**config.mk**
```make
export PLATFORM = sky130hd
export DESIGN_NAME = sr_drive_ctrl
export DESIGN_NICKNAME = d
export VERILOG_FILES = /design/src/rtl/sr_pkg.sv /design/src/rtl/sr_sync2.sv /design/src/rtl/sr_drive_ctrl.sv
export SDC_FILE = /design/constraint.sdc
export NUM_CORES = 1
export LEC_CHECK = 0
export ABC_CLOCK_PERIOD_IN_PS = 2000
export CORE_ASPECT_RATIO = 1.4
export CORE_UTILIZATION = 35
export CTS_CLUSTER_DIAMETER = 100
export CTS_CLUSTER_SIZE = 14
export DETAILED_ROUTE_END_ITERATION = 10
export HOLD_SLACK_MARGIN = 0.05
export PLACE_DENSITY = 0.58
export SYNTH_ARGS = -nofsm -noshare
export SYNTH_HDL_FRONTEND = slang
export SYNTH_SLANG_ARGS = --single-unit
```
**constraint.sdc**
```tcl
create_clock -name clk -period 2 [get_ports clk]
set_input_delay 0.4 -clock clk [delete_from_list [all_inputs] [get_ports clk]]
set_output_delay 0.4 -clock clk [all_outputs]
set_load 0.01 [all_outputs]
```
**src/rtl/sr_pkg.sv**
```systemverilog
// Shared types and defaults for the SR flip-flop drive controller.
// Optional feature macro: SR_DRIVE_CHECK_EN adds the post-drive feedback CHECK state.
package sr_pkg;

  localparam int unsigned DEB_CYCLES_DEF  = 4;
  localparam int unsigned HOLD_CYCLES_DEF = 3;
  localparam bit          PRIO_SET_DEF    = 1'b1;

  typedef enum logic [2:0] {
    ST_IDLE     = 3'd0,
    ST_DEBOUNCE = 3'd1,
    ST_DRIVE    = 3'd2,
    ST_HOLDOFF  = 3'd3,
    ST_WAIT_REL = 3'd4
`ifdef SR_DRIVE_CHECK_EN
    ,
    ST_CHECK    = 3'd5
`endif
  } state_e;

  typedef enum logic {
    TGT_SET = 1'b0,
    TGT_CLR = 1'b1
  } tgt_e;

  // Resolve which command a pair of synchronized requests asks for.
  function automatic tgt_e pick_target(input logic set_s, input logic clr_s,
                                       input bit prio_set);
    if (set_s && clr_s) return prio_set ? TGT_SET : TGT_CLR;
    return set_s ? TGT_SET : TGT_CLR;
  endfunction

endpackage

```
**src/rtl/sr_sync2.sv**
```systemverilog
// Two-flop synchronizer for one asynchronous request line.
module sr_sync2 (
  input  logic clk,
  input  logic rst,
  input  logic d_i,
  output logic q_o
);

  logic meta_q;
  logic sync_q;

  // Shift the raw input through two flops; both clear on reset so no stale request survives it.
  always_ff @(posedge clk or posedge rst) begin
    if (rst) begin
      meta_q <= 1'b0;
      sync_q <= 1'b0;
    end else begin
      // NOTE: non-blocking assignments make both flops sample old values, giving a true 2-stage delay.
      meta_q <= d_i;
      sync_q <= meta_q;
    end
  end

  assign q_o = sync_q;

endmodule

```
**src/rtl/sr_drive_ctrl.sv**
```systemverilog
// Debounced set/clear command controller for a downstream SR flip-flop.
// Optional feature macro: SR_DRIVE_CHECK_EN (CHECK state, err port, feedback compare).
module sr_drive_ctrl
  import sr_pkg::*;
#(
  parameter int unsigned DEB_CYCLES  = DEB_CYCLES_DEF,
  parameter int unsigned HOLD_CYCLES = HOLD_CYCLES_DEF,
  parameter bit          PRIO_SET    = PRIO_SET_DEF
) (
  input  logic clk,
  input  logic rst,
  input  logic set_req,
  input  logic clr_req,
  input  logic q_fb,
  output logic s,
  output logic r,
  output logic busy,
  output logic done
`ifdef SR_DRIVE_CHECK_EN
  ,
  output logic err
`endif
);

  localparam logic [7:0] DEB_LAST  = 8'(DEB_CYCLES - 1);
  // HOLD_CYCLES of 0 still spends one pass-through cycle in HOLDOFF.
  localparam logic [7:0] HOLD_LAST = (HOLD_CYCLES == 0) ? 8'd0 : 8'(HOLD_CYCLES - 1);

  logic       set_s;
  logic       clr_s;
  state_e     state_q, state_d;
  tgt_e       tgt_q, tgt_d;
  logic [7:0] cnt_q, cnt_d;
  logic       done_q, done_d;
  logic       req_held;
  logic       tgt_met;

  sr_sync2 u_sync_set (.clk(clk), .rst(rst), .d_i(set_req), .q_o(set_s));
  sr_sync2 u_sync_clr (.clk(clk), .rst(rst), .d_i(clr_req), .q_o(clr_s));

  // The latched request is still asserted, and the flop already holds the target value.
  assign req_held = (tgt_q == TGT_SET) ? set_s : clr_s;
  assign tgt_met  = (tgt_q == TGT_SET) ? q_fb  : ~q_fb;

  // Next-state logic; the counter clears on every state change by default.
  always_comb begin
    // NOTE: every variable gets a default first so no path leaves it unassigned (no latch).
    state_d = state_q;
    tgt_d   = tgt_q;
    cnt_d   = '0;
    unique case (state_q)
      ST_IDLE: begin
        if (set_s || clr_s) begin
          state_d = ST_DEBOUNCE;
          tgt_d   = pick_target(set_s, clr_s, PRIO_SET);
        end
      end
      ST_DEBOUNCE: begin
        if (!req_held)               state_d = ST_IDLE;
        else if (cnt_q == DEB_LAST)  state_d = tgt_met ? ST_HOLDOFF : ST_DRIVE;
        else                         cnt_d   = cnt_q + 8'd1;
      end
      ST_DRIVE: begin
`ifdef SR_DRIVE_CHECK_EN
        state_d = ST_CHECK;
`else
        state_d = ST_HOLDOFF;
`endif
      end
`ifdef SR_DRIVE_CHECK_EN
      ST_CHECK: state_d = ST_HOLDOFF;
`endif
      ST_HOLDOFF: begin
        if (cnt_q == HOLD_LAST) state_d = ST_WAIT_REL;
        else                    cnt_d   = cnt_q + 8'd1;
      end
      ST_WAIT_REL: begin
        if (!set_s && !clr_s) state_d = ST_IDLE;
      end
      default: state_d = ST_IDLE;
    endcase
    done_d = (state_d == ST_HOLDOFF) && (state_q != ST_HOLDOFF);
  end

  // State, target, counter and done pulse registers.
  always_ff @(posedge clk or posedge rst) begin
    if (rst) begin
      state_q <= ST_IDLE;
      tgt_q   <= TGT_SET;
      cnt_q   <= '0;
      done_q  <= 1'b0;
    end else begin
      state_q <= state_d;
      tgt_q   <= tgt_d;
      cnt_q   <= cnt_d;
      done_q  <= done_d;
    end
  end

`ifdef SR_DRIVE_CHECK_EN
  logic err_q;

  // Sticky mismatch flag: the flop did not follow the drive we just issued.
  always_ff @(posedge clk or posedge rst) begin
    if (rst)                                   err_q <= 1'b0;
    else if (state_q == ST_CHECK && !tgt_met)  err_q <= 1'b1;
  end

  assign err = err_q;
`endif

  // Drives decode from registered state only, so s and r are exclusive and drop with rst.
  assign s    = (state_q == ST_DRIVE) && (tgt_q == TGT_SET);
  assign r    = (state_q == ST_DRIVE) && (tgt_q == TGT_CLR);
  assign busy = (state_q != ST_IDLE);
  assign done = done_q;

endmodule

```
; ---- Yosys cells after proc, flatten, opt, wreduce, memory -nomap -nowiden
; Cells that the tools add are included.
[word_totals]
ff_bits = 17
latch_bits = 0
ram_bits = 0
rom_bits = 0
in_bits = 5
out_inout_bits = 4
elab_cells = 49
memories = 0
[op_classes]
addsub = 1
n_mul = 0
n_div = 0
n_lt_le_gt_ge = 0
n_eq_ne = 8
shift = 0
mux = 19
bitwise_logic = 2
n_reduce_logical = 11
[op_table]
columns = operator, n
row1 = $mux 8, 3
row2 = $eq 8x2->1 const B, 2
row3 = $pmux 8 s2, 1
row4 = $mux 3, 5
row5 = $pmux 3 s5, 1
row6 = $eq 3x2->1 const B, 3
row7 = $mux 1, 9
row8 = $add 8x1->8 const B, 1
row9 = $logic_and 1x1->1, 5
row10 = $eq 3x1->1 const B, 1
row11 = $eq 3x3->1 const B, 1
row12 = $logic_not 3->1, 1
row13 = $ne 3x2->1 const B, 1
row14 = $reduce_bool 3->1, 1
row15 = $logic_not 1->1, 2
row16 = $not 1->1, 2
row17 = $reduce_and 2->1, 1
row18 = $logic_or 1x1->1, 1

; ---- Depth between registers and ports, before layout
[logic_depth]
ltp_word = 8
ltp_mapped = 6
mapped_depth_nobuf = 6

; ---- Cells and area by module
; A second synthesis with hierarchy kept.
[unflattened]
cells_unflattened = 74
hier_area_um2 = 792.0
[by_module_without_submodules]
columns = module, n_inst, cells_per_inst, area_each_um2, seq_area_each_um2
row1 = sr_drive_ctrl, 1, 68, 684.4, 325.3
row2 = sr_sync2, 2, 3, 53.8, 50.0

; ---- Least setup slack after synthesis
; No wires, ideal clock.
[synth_path]
path_kind = flip-flop to flip-flop
start = register cnt_q[4]
end = register state_q[0]
setup_time_ns = 0.126
t_arrival_ns = 1.456
required_ns = 1.874
setup_slack_ns = 0.418
path_stages_with_launch = 5
n_path_buf = 0
synth_period_minus_slack_ns = 1.582
cell_sequence = dfrtp_1 or4_1 nor3_2 a31oi_1 a221o_1
[synth_via]
elab_chain_len = 4
elab_cells_between_ends = 6
cone_classes = eq/ne: 2 / mux: 4
[synth_rtl]
columns = item, line
row1 = start: declaration, sr_drive_ctrl.sv:33  ; logic [7:0] cnt_q, cnt_d;
row2 = start signal: assignment, sr_drive_ctrl.sv:95  ; cnt_q <= cnt_d;
row3 = $eq 8x2->1, sr_drive_ctrl.sv:60  ; else if (cnt_q == DEB_LAST) state_d = tgt_met ? ST_HOLDOFF : ST_DRIVE;
row4 = $mux 3, sr_drive_ctrl.sv:60
row5 = $mux 3, sr_drive_ctrl.sv:59  ; if (!req_held) state_d = ST_IDLE;
row6 = $pmux 3 s5 (*), sr_drive_ctrl.sv:51  ; unique case (state_q)
row7 = via state_d[0], sr_drive_ctrl.sv:31  ; state_e state_q, state_d;
row8 = end signal: assignment, sr_drive_ctrl.sv:93  ; state_q <= state_d;
row9 = end: declaration, sr_drive_ctrl.sv:31
; The timed path passes the listed nets; every way through them passes the cells marked *.
; A chain may end at the register's enable or synchronous reset.

; ---- Worst setup path after layout
[layout_path]
start = register state_q[2]
end = output port r
[layout_via]
elab_chain_len = 2
[layout_rtl]
columns = item, line
row1 = $eq 3x2->1, sr_drive_ctrl.sv:114  ; assign r = (state_q == ST_DRIVE) && (tgt_q == TGT_CLR);
row2 = $logic_and 1x1->1, sr_drive_ctrl.sv:114
row3 = end: declaration, sr_drive_ctrl.sv:16  ; output logic r,
; No other way between the ends.

==> out/results.ini <==
[yosys]
avgSynthCellArea_um2 = 10.4
synthDistinctLibCells = 27
synth_top_family_by_area = simple AND/OR/NAND/NOR gates
ys_seq_elements = 17
synth_nets = 83
yosys.area_share.adder = 0.0317
synth-xor-area-share = 0.0666
syn_inst = 76
ys_seq_area_frac = 0.539
synth-simple-area-share = 0.241
synth-compound-area-share = 0.0951
yosysWarnings = 0
syn_area_um2 = 790
synthMuxAreaShare = 0.0127

[clock_network]
htree_levels = 1
clkTransAtPathRegs_ns = 0.09
clockBufferDepth = 2
hold_buffers = 0
clock_latency_ns = 0.28
root_buffer = clkbuf_4
clock_sinks = 17
cts_tree = done
cts_buffers = 3

[power_and_ir_drop]
vdd_drop_max_v = 0.000437
power.density_nw_per_um2 = 1050
p_leak_uw = 0.000452

[critical_path]
r2r_slack_ns = 0.28
path_max_fanout = 3
ff2ff_path_depth = 4
rr_startpoint = cnt_q[4]
critical_path.cell_chain = nand2b_1 > nor2_1 > and2_1 > dlygate4sd2_1
cpMaxStageDelayCell = dfrtp_1
critPathKind = reg2out
start_kind = flop
reg2reg_to = state_q[0]
crit_buf_inv = 1
critical_path_required_ns = 1.60
end_kind = primary output
path_delay_family = simple AND/OR/NAND/NOR gates
max_stage_delay_ns = 0.39
critical_path_arrival_ns = 1.36

[global_route]
antenna_found_initial = 0
track_usage = 0.140
grt_max_degree = 18
grt_overflow = 0
grt_pass1_vias = 640
grt_pass1_wl_mm = 2.56

[run]
maxCapViolCount = 0

[status]
status = finished clean

[route]
wl_mm = 1.52
drtIter0Drc = 20
routed_via_density = 5.36
ant_nets = 0
wl_per_cell_um = 13.2
route.detailed.drc = 0
dr.pass1.iters = 6
vias = 616

[final_layout]
final_cell_mix = dfrtp_1 (17), nor2_1 (10), nand2_1 (7)
nets = 101
final_common_cell = dfrtp_1
syn2layout_area_growth_pct = 22.8
antennaDiodeCount = 0
drive_above_1_share = 0.161
nFillCells = 224

[sta]
fin_crit_sh = 0.881
max_slew_margin = 0.578
drv_slew = 0
finalWorstSetupSlack_ns = 0.238
setup_viol = 0
min_period_ns = 1.76
finalHoldViolations = 0
fin_skew_ns = 0.00643
setup_tns_ns = 0
worstMarginPinSlew_ns = 0.632
rsz0062_at_grt = false
clock.fmax_mhz = 568

[die]
rows = 20
die_area_um2 = 2450
ioPinCount = 9
die_h_um = 58.2
core_um2 = 2150
fp.dieW_um = 42.1
initial_core_util = 0.367

[placement]
place_worst_setup_slack_ns = 0.224
gp_congestion = 0.793
portBuffers = 8
hpwl_mm = 1.07

[hold_path]
holdPathStages = 0
min_from = u_sync_set.meta_q
hold_class = reg2reg
holdPathEnd = u_sync_set.q_o

## how the worst max path moves through the flow
stage | end | from | cells past startpoint | slack (ns)
finish | r | state_q[2] | 4 | 0.24
global route | r | state_q[2] | 4 | 0.13
CTS | busy | state_q[2] | 4 | 0.006
detailed placement | r | state_q[2] | 4 | 0.22
global placement | r | state_q[2] | 4 | 0.27
floorplan | state_q[0] | cnt_q[4] | 4 | 0.42
## Yosys cell counts
library cell   n  area [um^2]
dfrtp_1       17          425
nor2_1        10         37.5
nand2_1        7         26.3
nand3_1        5         25.0
a21oi_1        4         20.0
xnor2_1        4         35.0
inv_1          3         11.3
nor3_1         3         15.0
ha_1           2         25.0
nor3b_1        2         15.0
o21ai_0        2         10.0
xor2_1         2         17.5
a21oi_2        1         8.76
a221o_1        1         10.0
a31o_2         1         8.76
a31oi_1        1         6.26
a41o_2         1         11.3
and2_1         1         6.26
mux2i_1        1         10.0
nand2b_1       1         6.26
nand3b_1       1         7.51
nor3_2         1         10.0
nor4_1         1         6.26
nor4b_2        1         15.0
or2_2          1         6.26
or3_1          1         6.26
or4_1          1         7.51
## final cells by class
class,count,area (um^2),area share
flip-flops and latches,17,425,0.439
multi-input cells,56,358,0.369
repair buffers,13,121,0.125
well taps,22,27.5,0.0284
clock buffers,4,26.3,0.0271
inverters,3,11.3,0.0116
## per-layer routing
metal | global-route usage | wire length [um] | vias to the layer above
li1 | - | - | 305
met1 | 0.167 | 619 | 299
met2 | 0.228 | 830 | 10
met3 | 0.0187 | 51 | 2
met4 | 0.107 | 18 | 0
met5 | 0 | 0 | -
## timing repair
action | CTS | global route
hold endpoints to repair | 0 | 0
endpoints found under the setup margin | 1 | 2
cloned | 0 | 0
buffers inserted | 2 | 1
resized for setup | 1 | 3
pin swaps | 1 | 0
## where the power goes
part | internal, uW | switching (uW) | leakage (uW)
Sequential | 398 | 72.6 | 0.000222
Combinational | 186 | 187 | 0.000215
Clock | 77.3 | 101 | 0.0000150
Total | 662 | 361 | 0.000452
## per-stage QoR
step / hold slack (ns) / total power [uW] / cell area [um^2] / cells / utilization
detailed placement: 0.338 / 834 / 912 / 108 / 0.424
global placement: 0.334 / 829 / 912 / 108 / 0.424
floorplan: 0.326 / 689 / 790 / 76 / -
CTS: 0.358 / 1020 / 952 / 114 / 0.442
finish: 0.357 / 1020 / 970 / 115 / 0.451
global route: 0.368 / 1090 / 970 / 115 / 0.451
## kinds of logic (layout without fill, tap and decap cells)
| group | after synthesis | count (layout) |
|---|---|---|
| AOI/OAI and AO/OA | 11 | 11 |
| xor gates and xnor gates | 6 | 6 |
| adders and majority gates | 2 | 2 |
| buffers and inverters | 3 | 20 |
| DFF | 17 | 17 |
| muxes | 1 | 1 |
| and+or+nand+nor | 36 | 36 |
## flip-flops by register name, summed over array words and instances, names as in the netlist
| signal | flops |
|---|---|
| u_sync_clr.meta_q | 1 |
| state_q | 3 |
| u_sync_set.meta_q | 1 |
| cnt_q | 8 |
| tgt_q | 1 |
| u_sync_clr.q_o | 1 |
| done | 1 |
| u_sync_set.q_o | 1 |
Power figures use the tool's default switching activity.
